## src/rtl/dmem_port_arbiter.sv

```systemverilog
// dmem_port_arbiter: shares one data-memory BRAM port between the CPU (r0) and an aux master (r1).
// Fixed priority r0 > r1 with a starvation override by default; define DMEM_ARB_RR_EN for round-robin.
module dmem_port_arbiter #(
    parameter int ADDR_WIDTH = 14,
    parameter int MAX_WAIT   = 8
) (
    input  logic                  clk,
    input  logic                  rst,
    input  logic                  r0_valid,
    output logic                  r0_ready,
    input  logic [ADDR_WIDTH-1:0] r0_addr,
    input  logic [31:0]           r0_wdata,
    input  logic [3:0]            r0_wmask,
    output logic                  r0_rvalid,
    output logic [31:0]           r0_rdata,
    input  logic                  r1_valid,
    output logic                  r1_ready,
    input  logic [ADDR_WIDTH-1:0] r1_addr,
    input  logic [31:0]           r1_wdata,
    input  logic [3:0]            r1_wmask,
    output logic                  r1_rvalid,
    output logic [31:0]           r1_rdata,
    output logic                  mem_en,
    output logic [3:0]            mem_we,
    output logic [ADDR_WIDTH-1:0] mem_addr,
    output logic [31:0]           mem_din,
    input  logic [31:0]           mem_dout
);
    localparam int             WCW        = $clog2(MAX_WAIT + 1);
    localparam logic [WCW-1:0] WAIT_LIMIT = WCW'(MAX_WAIT);

    logic [WCW-1:0]        r_wait_cnt;

    // Pipeline occupancy: r_iss_valid marks ISSUED, r_rX_rvalid marks RESP; both may be set.
    logic                  r_iss_valid;
    logic                  r_iss_id;
    logic                  r_iss_rd;
    logic [3:0]            r_mem_we;
    logic [ADDR_WIDTH-1:0] r_mem_addr;
    logic [31:0]           r_mem_din;

    logic                  r_r0_rvalid;
    logic                  r_r1_rvalid;
    logic                  r_resp_rd;
    logic [31:0]           r_r0_rdata;
    logic [31:0]           r_r1_rdata;

    logic                  w_force1;
    logic                  w_gnt0;
    logic                  w_gnt1;
    logic                  w_any;
    logic [ADDR_WIDTH-1:0] w_sel_addr;
    logic [31:0]           w_sel_wdata;
    logic [3:0]            w_sel_wmask;

`ifdef DMEM_ARB_RR_EN
    logic                  r_rr_ptr;
    logic                  w_contend;
`endif

    // NOTE: every signal gets a value on every path through always_comb, so no latch is inferred.
    always_comb begin
        w_force1 = r1_valid && (r_wait_cnt == WAIT_LIMIT);
`ifdef DMEM_ARB_RR_EN
        w_contend = r0_valid && r1_valid;
        w_gnt1    = !rst && r1_valid && (w_force1 || !r0_valid || r_rr_ptr);
`else
        w_gnt1    = !rst && r1_valid && (w_force1 || !r0_valid);
`endif
        w_gnt0      = !rst && r0_valid && !w_gnt1;
        w_any       = w_gnt0 || w_gnt1;
        w_sel_addr  = w_gnt1 ? r1_addr  : r0_addr;
        w_sel_wdata = w_gnt1 ? r1_wdata : r0_wdata;
        w_sel_wmask = w_gnt1 ? r1_wmask : r0_wmask;
    end

    // BRAM data arrives in the response cycle, so read data is steered straight from mem_dout
    // and captured into the hold register for the cycles when this port has no response.
    always_comb begin
        r0_rdata = r_r0_rdata;
        r1_rdata = r_r1_rdata;
        if (r_r0_rvalid) r0_rdata = r_resp_rd ? mem_dout : 32'h0;
        if (r_r1_rvalid) r1_rdata = r_resp_rd ? mem_dout : 32'h0;
    end

    // NOTE: sequential state uses non-blocking assignments so every register sees pre-edge values.
    always_ff @(posedge clk) begin
        if (rst) begin
            r_wait_cnt  <= '0;
            r_iss_valid <= 1'b0;
            r_iss_id    <= 1'b0;
            r_iss_rd    <= 1'b0;
            r_mem_we    <= 4'h0;
            r_mem_addr  <= '0;
            r_mem_din   <= 32'h0;
            r_r0_rvalid <= 1'b0;
            r_r1_rvalid <= 1'b0;
            r_resp_rd   <= 1'b0;
            r_r0_rdata  <= 32'h0;
            r_r1_rdata  <= 32'h0;
`ifdef DMEM_ARB_RR_EN
            r_rr_ptr    <= 1'b0;
`endif
        end else begin
            r_iss_valid <= w_any;
            r_iss_id    <= w_gnt1;
            r_iss_rd    <= (w_sel_wmask == 4'h0);
            r_mem_we    <= w_any ? w_sel_wmask : 4'h0;
            if (w_any) begin
                r_mem_addr <= w_sel_addr;
                r_mem_din  <= w_sel_wdata;
            end

            r_r0_rvalid <= r_iss_valid && !r_iss_id;
            r_r1_rvalid <= r_iss_valid && r_iss_id;
            r_resp_rd   <= r_iss_rd;
            r_r0_rdata  <= r0_rdata;
            r_r1_rdata  <= r1_rdata;

            if (!r1_valid || w_gnt1) begin
                r_wait_cnt <= '0;
            end else if (r_wait_cnt != WAIT_LIMIT) begin
                r_wait_cnt <= r_wait_cnt + WCW'(1);
            end
`ifdef DMEM_ARB_RR_EN
            if (w_contend) r_rr_ptr <= !w_gnt1;
`endif
        end
    end

    assign r0_ready  = w_gnt0;
    assign r1_ready  = w_gnt1;
    assign r0_rvalid = r_r0_rvalid;
    assign r1_rvalid = r_r1_rvalid;
    assign mem_en    = r_iss_valid;
    assign mem_we    = r_mem_we;
    assign mem_addr  = r_mem_addr;
    assign mem_din   = r_mem_din;

endmodule

```

## config.mk

```make
export PLATFORM = sky130hd
export DESIGN_NAME = dmem_port_arbiter
export DESIGN_NICKNAME = d
export VERILOG_FILES = /design/src/rtl/dmem_port_arbiter.sv
export SDC_FILE = /design/constraint.sdc
export NUM_CORES = 1
export LEC_CHECK = 0
export CAP_MARGIN = 20
export CORE_AREA = 2 2 137 112
export CTS_CLUSTER_DIAMETER = 30
export DETAILED_ROUTE_END_ITERATION = 8
export DIE_AREA = 0 0 139 114
export HOLD_SLACK_MARGIN = 0.06
export PLACE_DENSITY = 0.84
export REMOVE_ABC_BUFFERS = 1
export SYNTH_ARGS = -nofsm -noshare
export SYNTH_HDL_FRONTEND = slang
export SYNTH_SLANG_ARGS = --single-unit
```

## constraint.sdc

```tcl
create_clock -name clk -period 1.6 [get_ports clk]
set_input_delay 0.48 -clock clk [delete_from_list [all_inputs] [get_ports clk]]
set_output_delay 0.48 -clock clk [all_outputs]
set_load 0.02 [all_outputs]
```

* After elaboration in Yosys (flattened, before gate mapping)
Index checks and enable logic that the tools add are counted.
** Word-level totals
- Register bits :: 124
- Input port bits :: 136
- Word-level logic and storage cells :: 40
** Operators by class
- Add/sub/neg operators :: 1
- Eq/ne operators :: 2
- Muxes and demuxes :: 6
- Bitwise gates (word level) :: 1
- Reduce and logical (&&, ||, !) cells :: 18
** Operator list (number)
- 32-bit two-way mux :: 4
- 14-bit two-way mux :: 1
- 1-bit logical AND :: 7
- 1-bit logical NOT :: 5
- 4-bit by 1-bit adder with 4-bit output, second input constant :: 1
- 4-bit equality test, second input constant :: 1
- 4-bit logical NOT :: 1
- 4-bit two-way mux :: 1
- 4-bit != test, second input constant :: 1
- 2-bit OR reduction :: 2
- 1-bit logical OR :: 3
- 1-bit NOT :: 1

* Longest topological paths before layout
- Depth after elaboration :: 9
- Mapped depth :: 7

* Least setup slack after synthesis
Ideal clock, no wire load.
- Path type :: input-to-output
- Start :: input r0_valid
- End :: output r0_ready
- Arrival time :: 1.454 ns
- Data required time :: 1.120 ns
- Slack :: -0.334 ns
- Stages :: 4
- Cells stage by stage :: buf_6 > buf_2 > a21oi_1 > nor2_1
** On the way
- Cells in the longest elaborated chain, start to end :: 5
- Elaborated cells between the ends (all ways) :: 6
- Classes of those cells :: reduce/logical (6)
** Ends and longest elaborated chain
- from (decl) :: line 9 : input logic r0_valid,
- 1-bit logical NOT :: line 68 : w_gnt1 = !rst && r1_valid && (w_force1 || !r0_valid);
- 1-bit logical OR :: line 68
- 1-bit logical AND :: line 68
- via r1_ready :: line 17 : output logic r1_ready,
- 1-bit logical NOT :: line 70 : w_gnt0 = !rst && r0_valid && !w_gnt1;
- 1-bit logical AND :: line 70
- to (decl) :: line 10 : output logic r0_ready,
The timed path passes the listed nets, and every way through them passes these cells.

* Final worst setup path
- Start :: register r_r0_rvalid (netlist: r0_rvalid)
- End :: output r0_rdata[2]
** On the way
- Cells in the longest elaborated chain, start to end :: 1
** Ends and longest elaborated chain
- from (decl) :: line 42 : logic r_r0_rvalid;
- from (signal assigned) :: line 114 : r_r0_rvalid <= r_iss_valid && !r_iss_id;
- 32-bit two-way mux :: line 82 : if (r_r0_rvalid) r0_rdata = r_resp_rd ? mem_dout : 32'h0;
- to (decl) :: line 15 : output logic [31:0] r0_rdata,
No other way between the ends.

==> qor.csv <==
metric;value;unit
status;finished, violations left;
violated checks;setup timing;
1st-iter DRT viols;647;
Die H;114;um
WS Path Type;reg2out;
Port Buffers;254;
Clk network pwr share;45.3;%
P_sw;2.366;mW
P_int;6.344;mW
Routed wire per std cell;23.44;um
syn avg cell area;8.406;um^2
Rows;40;
final hold vios;0;
vias;7243;
yosys warns;0;
FF-to-FF setup slack;0.05;ns
initial antenna violation count;2;
global route total overflow;0;
hpwl dp;12.99;mm
max cap viols;0;
unrepaired setup endpoints after global routing;yes;
Final min period;2.029;ns
DRT Wirelength;28.84;mm
core area;14610;um^2
Hold Path Class;reg2reg;
worst slew pin tran;0.5027;ns
Required @ worst endpoint;1.12;ns
Distinct cells, synth;36;
crit path launch;r0_rvalid;
clk_skew;0.01395;ns
CTS tree;built;
Tot GR Track Use;25.23;%
RR Startpoint;r_wait_cnt[1];
asr flop ratio synth;0;%
Top Family by Delay on Critical Path;buffers and inverters;
wire length of the first global-routing pass;32.15;mm
routability cong.;0.8100;
Post-synth top cells;dfxtp_1 (124), nand3_1 (82), and2_1 (80), inv_1 (73), o21ai_0 (64);
Gate power share;17.3;%
Cell Area, Synth;6111;um^2
Initial Util;41.82;%
most common cell in the synthesized netlist;dfxtp_1;
Yosys top cell area share;40.62;%
Reg clk slew, reported paths;0.06;ns
register bit count reported by yosys;124;
clk_lat worst skew;0.42;ns
Clock Root Buffer;clkbuf_16;
vias per inst;5.889;
Worst slew margin;66.49;%
CP Max Fanout;10;
Max Buffers Root-to-Sink;2;
WP data arrival;1.55;ns
CP cell instances;buf_12 -> clkbuf_16 -> o21ai_2 -> buf_6;
Routed Antenna Nets;0;
Die W;139;um
Remaining DRCs;0;
Yosys top cell by area;dfxtp_1;
Fmax;0.4928;GHz
Final Cycle Share;126.8;%
cts bufs inserted;17;
P_leak;4.322;nW
pwr dens;757.5;nW/um^2
H-tree depth;4;
Finished Core Util;78.68;%
# fillers;821;
Startpoint Class;register;
slowest stage cell, crit path;dfxtp_4;
PnR worst setup slack;-0.4294;ns
Reg power frac;37.4;%
drt pass-1 iters;7;
number of cells produced by synthesis;727;
Net Sw Frac;27.16;%
EDFF count, synth;0;
Ports;255;
layout cells sized above 1;39.17;%
pre-CTS setup slack;-0.7452;ns
Final nets;1164;
crit path capture type;output pin;
ranking of synthesized cells by area;dfxtp_1 (41%), and2_1 (8.2%), nand3_1 (6.7%);
vias in the first global route;6321;
area added between synthesis and finish;88.16;%
die area;15850;um^2
post-synthesis sequential area ratio;40.62;%
CP max stage delay;0.38;ns
final setup fails;68;
Post-synth top flop;dfxtp_1;
CTS sink count;124;
hold path startpoint;r_iss_id;
fin. max-slew vios;0;
Buf+Inv Stages, Crit Path;3;
Worst IR Drop VDD;0.0006903;V
largest net degree at the start of global routing;52;
-- per-layer routing --
metal / wire [um] / up-vias / GRT usage (%)
met5: 0 / - / 0
met4: 862 / 0 / 8.283
met3: 3295 / 73 / 10.12
met2: 13580 / 454 / 42.73
met1: 11100 / 3533 / 29.41
li1: - / 3183 / -
-- layout by cell type (no fill, tap or decap), types with 33 or more instances in the layout --
cell,n
nand3_4,33
clkdlybuf4s50_1,130
inv_1,71
buf_6,75
clkbuf_16,36
buf_4,42
o21ai_2,35
nor3_1,61
and2_1,80
dfxtp_1,120
-- per-stage QoR --
stage | area, um^2 | instances | TNS [ns] | hold slack, ns | power [mW]
floorplan | 5728 | 658 | -113.96 | 0.3890 | 3.838
global placement | 8862 | 1138 | -60.79 | 0.3889 | 4.643
detailed placement | 8862 | 1138 | -62.70 | 0.3942 | 4.662
CTS | 9625 | 1175 | -17.12 | 0.4031 | 8.479
global route | 11500 | 1229 | -25.35 | 0.4185 | 8.992
finish | 11500 | 1230 | -22.67 | 0.4114 | 8.710
-- flip-flops by register name (all words and copies together) (netlist names), 4 cells and up --
name / flops
mem_we: 4
r_r0_rdata: 32
mem_din: 32
mem_addr: 14
r_r1_rdata: 32
r_wait_cnt: 4
-- worst register-to-register path: cells and delay by family, from the launching register on --
kind / cells / cell delay (ns)
compound gates: 2 / 0.45
buf+inv: 3 / 0.46
fa+ha+maj: 1 / 0.13
flops: 1 / 0.32
simple gates: 1 / 0.11
-- timing repair --
item	in CTS	in global routing
resized for setup	608	275
endpoints found under the setup margin	158	140
hold buffers	0	0
gates cloned	2	22
pin swaps	7	49
buffers inserted	3	33
-- power groups by stage --
stage | Clock (mW) | Sequential (mW) | Combinational [mW]
CTS | 3.91 | 3.26 | 1.31
finish | 3.95 | 3.26 | 1.50
global placement | 0 | 3.32 | 1.32
floorplan | 0 | 3.47 | 0.367
global route | 4.14 | 3.27 | 1.58
detailed placement | 0 | 3.33 | 1.34
-- kinds of logic (layout without fill, tap and decap cells) --
family	count (synthesis)	count (layout)	share of synthesized area, %
compound gates	135	135	13.82
other cells	0	2	0
buf+inv	143	455	10.81
xor+xnor	2	2	0.2867
mux	31	31	5.692
simple gates	290	290	28.36
fa+ha+maj	2	2	0.4094
flops	124	124	40.62
-- final timing paths --
path	to	depth (start not counted)
setup / recovery	r0_rdata[2]	4
hold / removal	r0_rvalid	1
setup reg to reg	mem_we[1]	7
hold reg to reg	r0_rvalid	1
-- layout make-up --
| cell class | instances | area, um^2 | area share (%) |
|---|---|---|---|
| inverters | 74 | 277.8 | 2.416 |
| multi-input cells | 460 | 4008 | 34.85 |
| clock inverters | 12 | 136.4 | 1.186 |
| well taps | 189 | 236.5 | 2.057 |
| flip-flops and latches | 124 | 2495 | 21.70 |
| diodes | 2 | 5.005 | 0.04353 |
| repair buffers | 349 | 3884 | 33.78 |
| clock buffers | 20 | 456.7 | 3.972 |
Power figures use the tool's default switching activity.
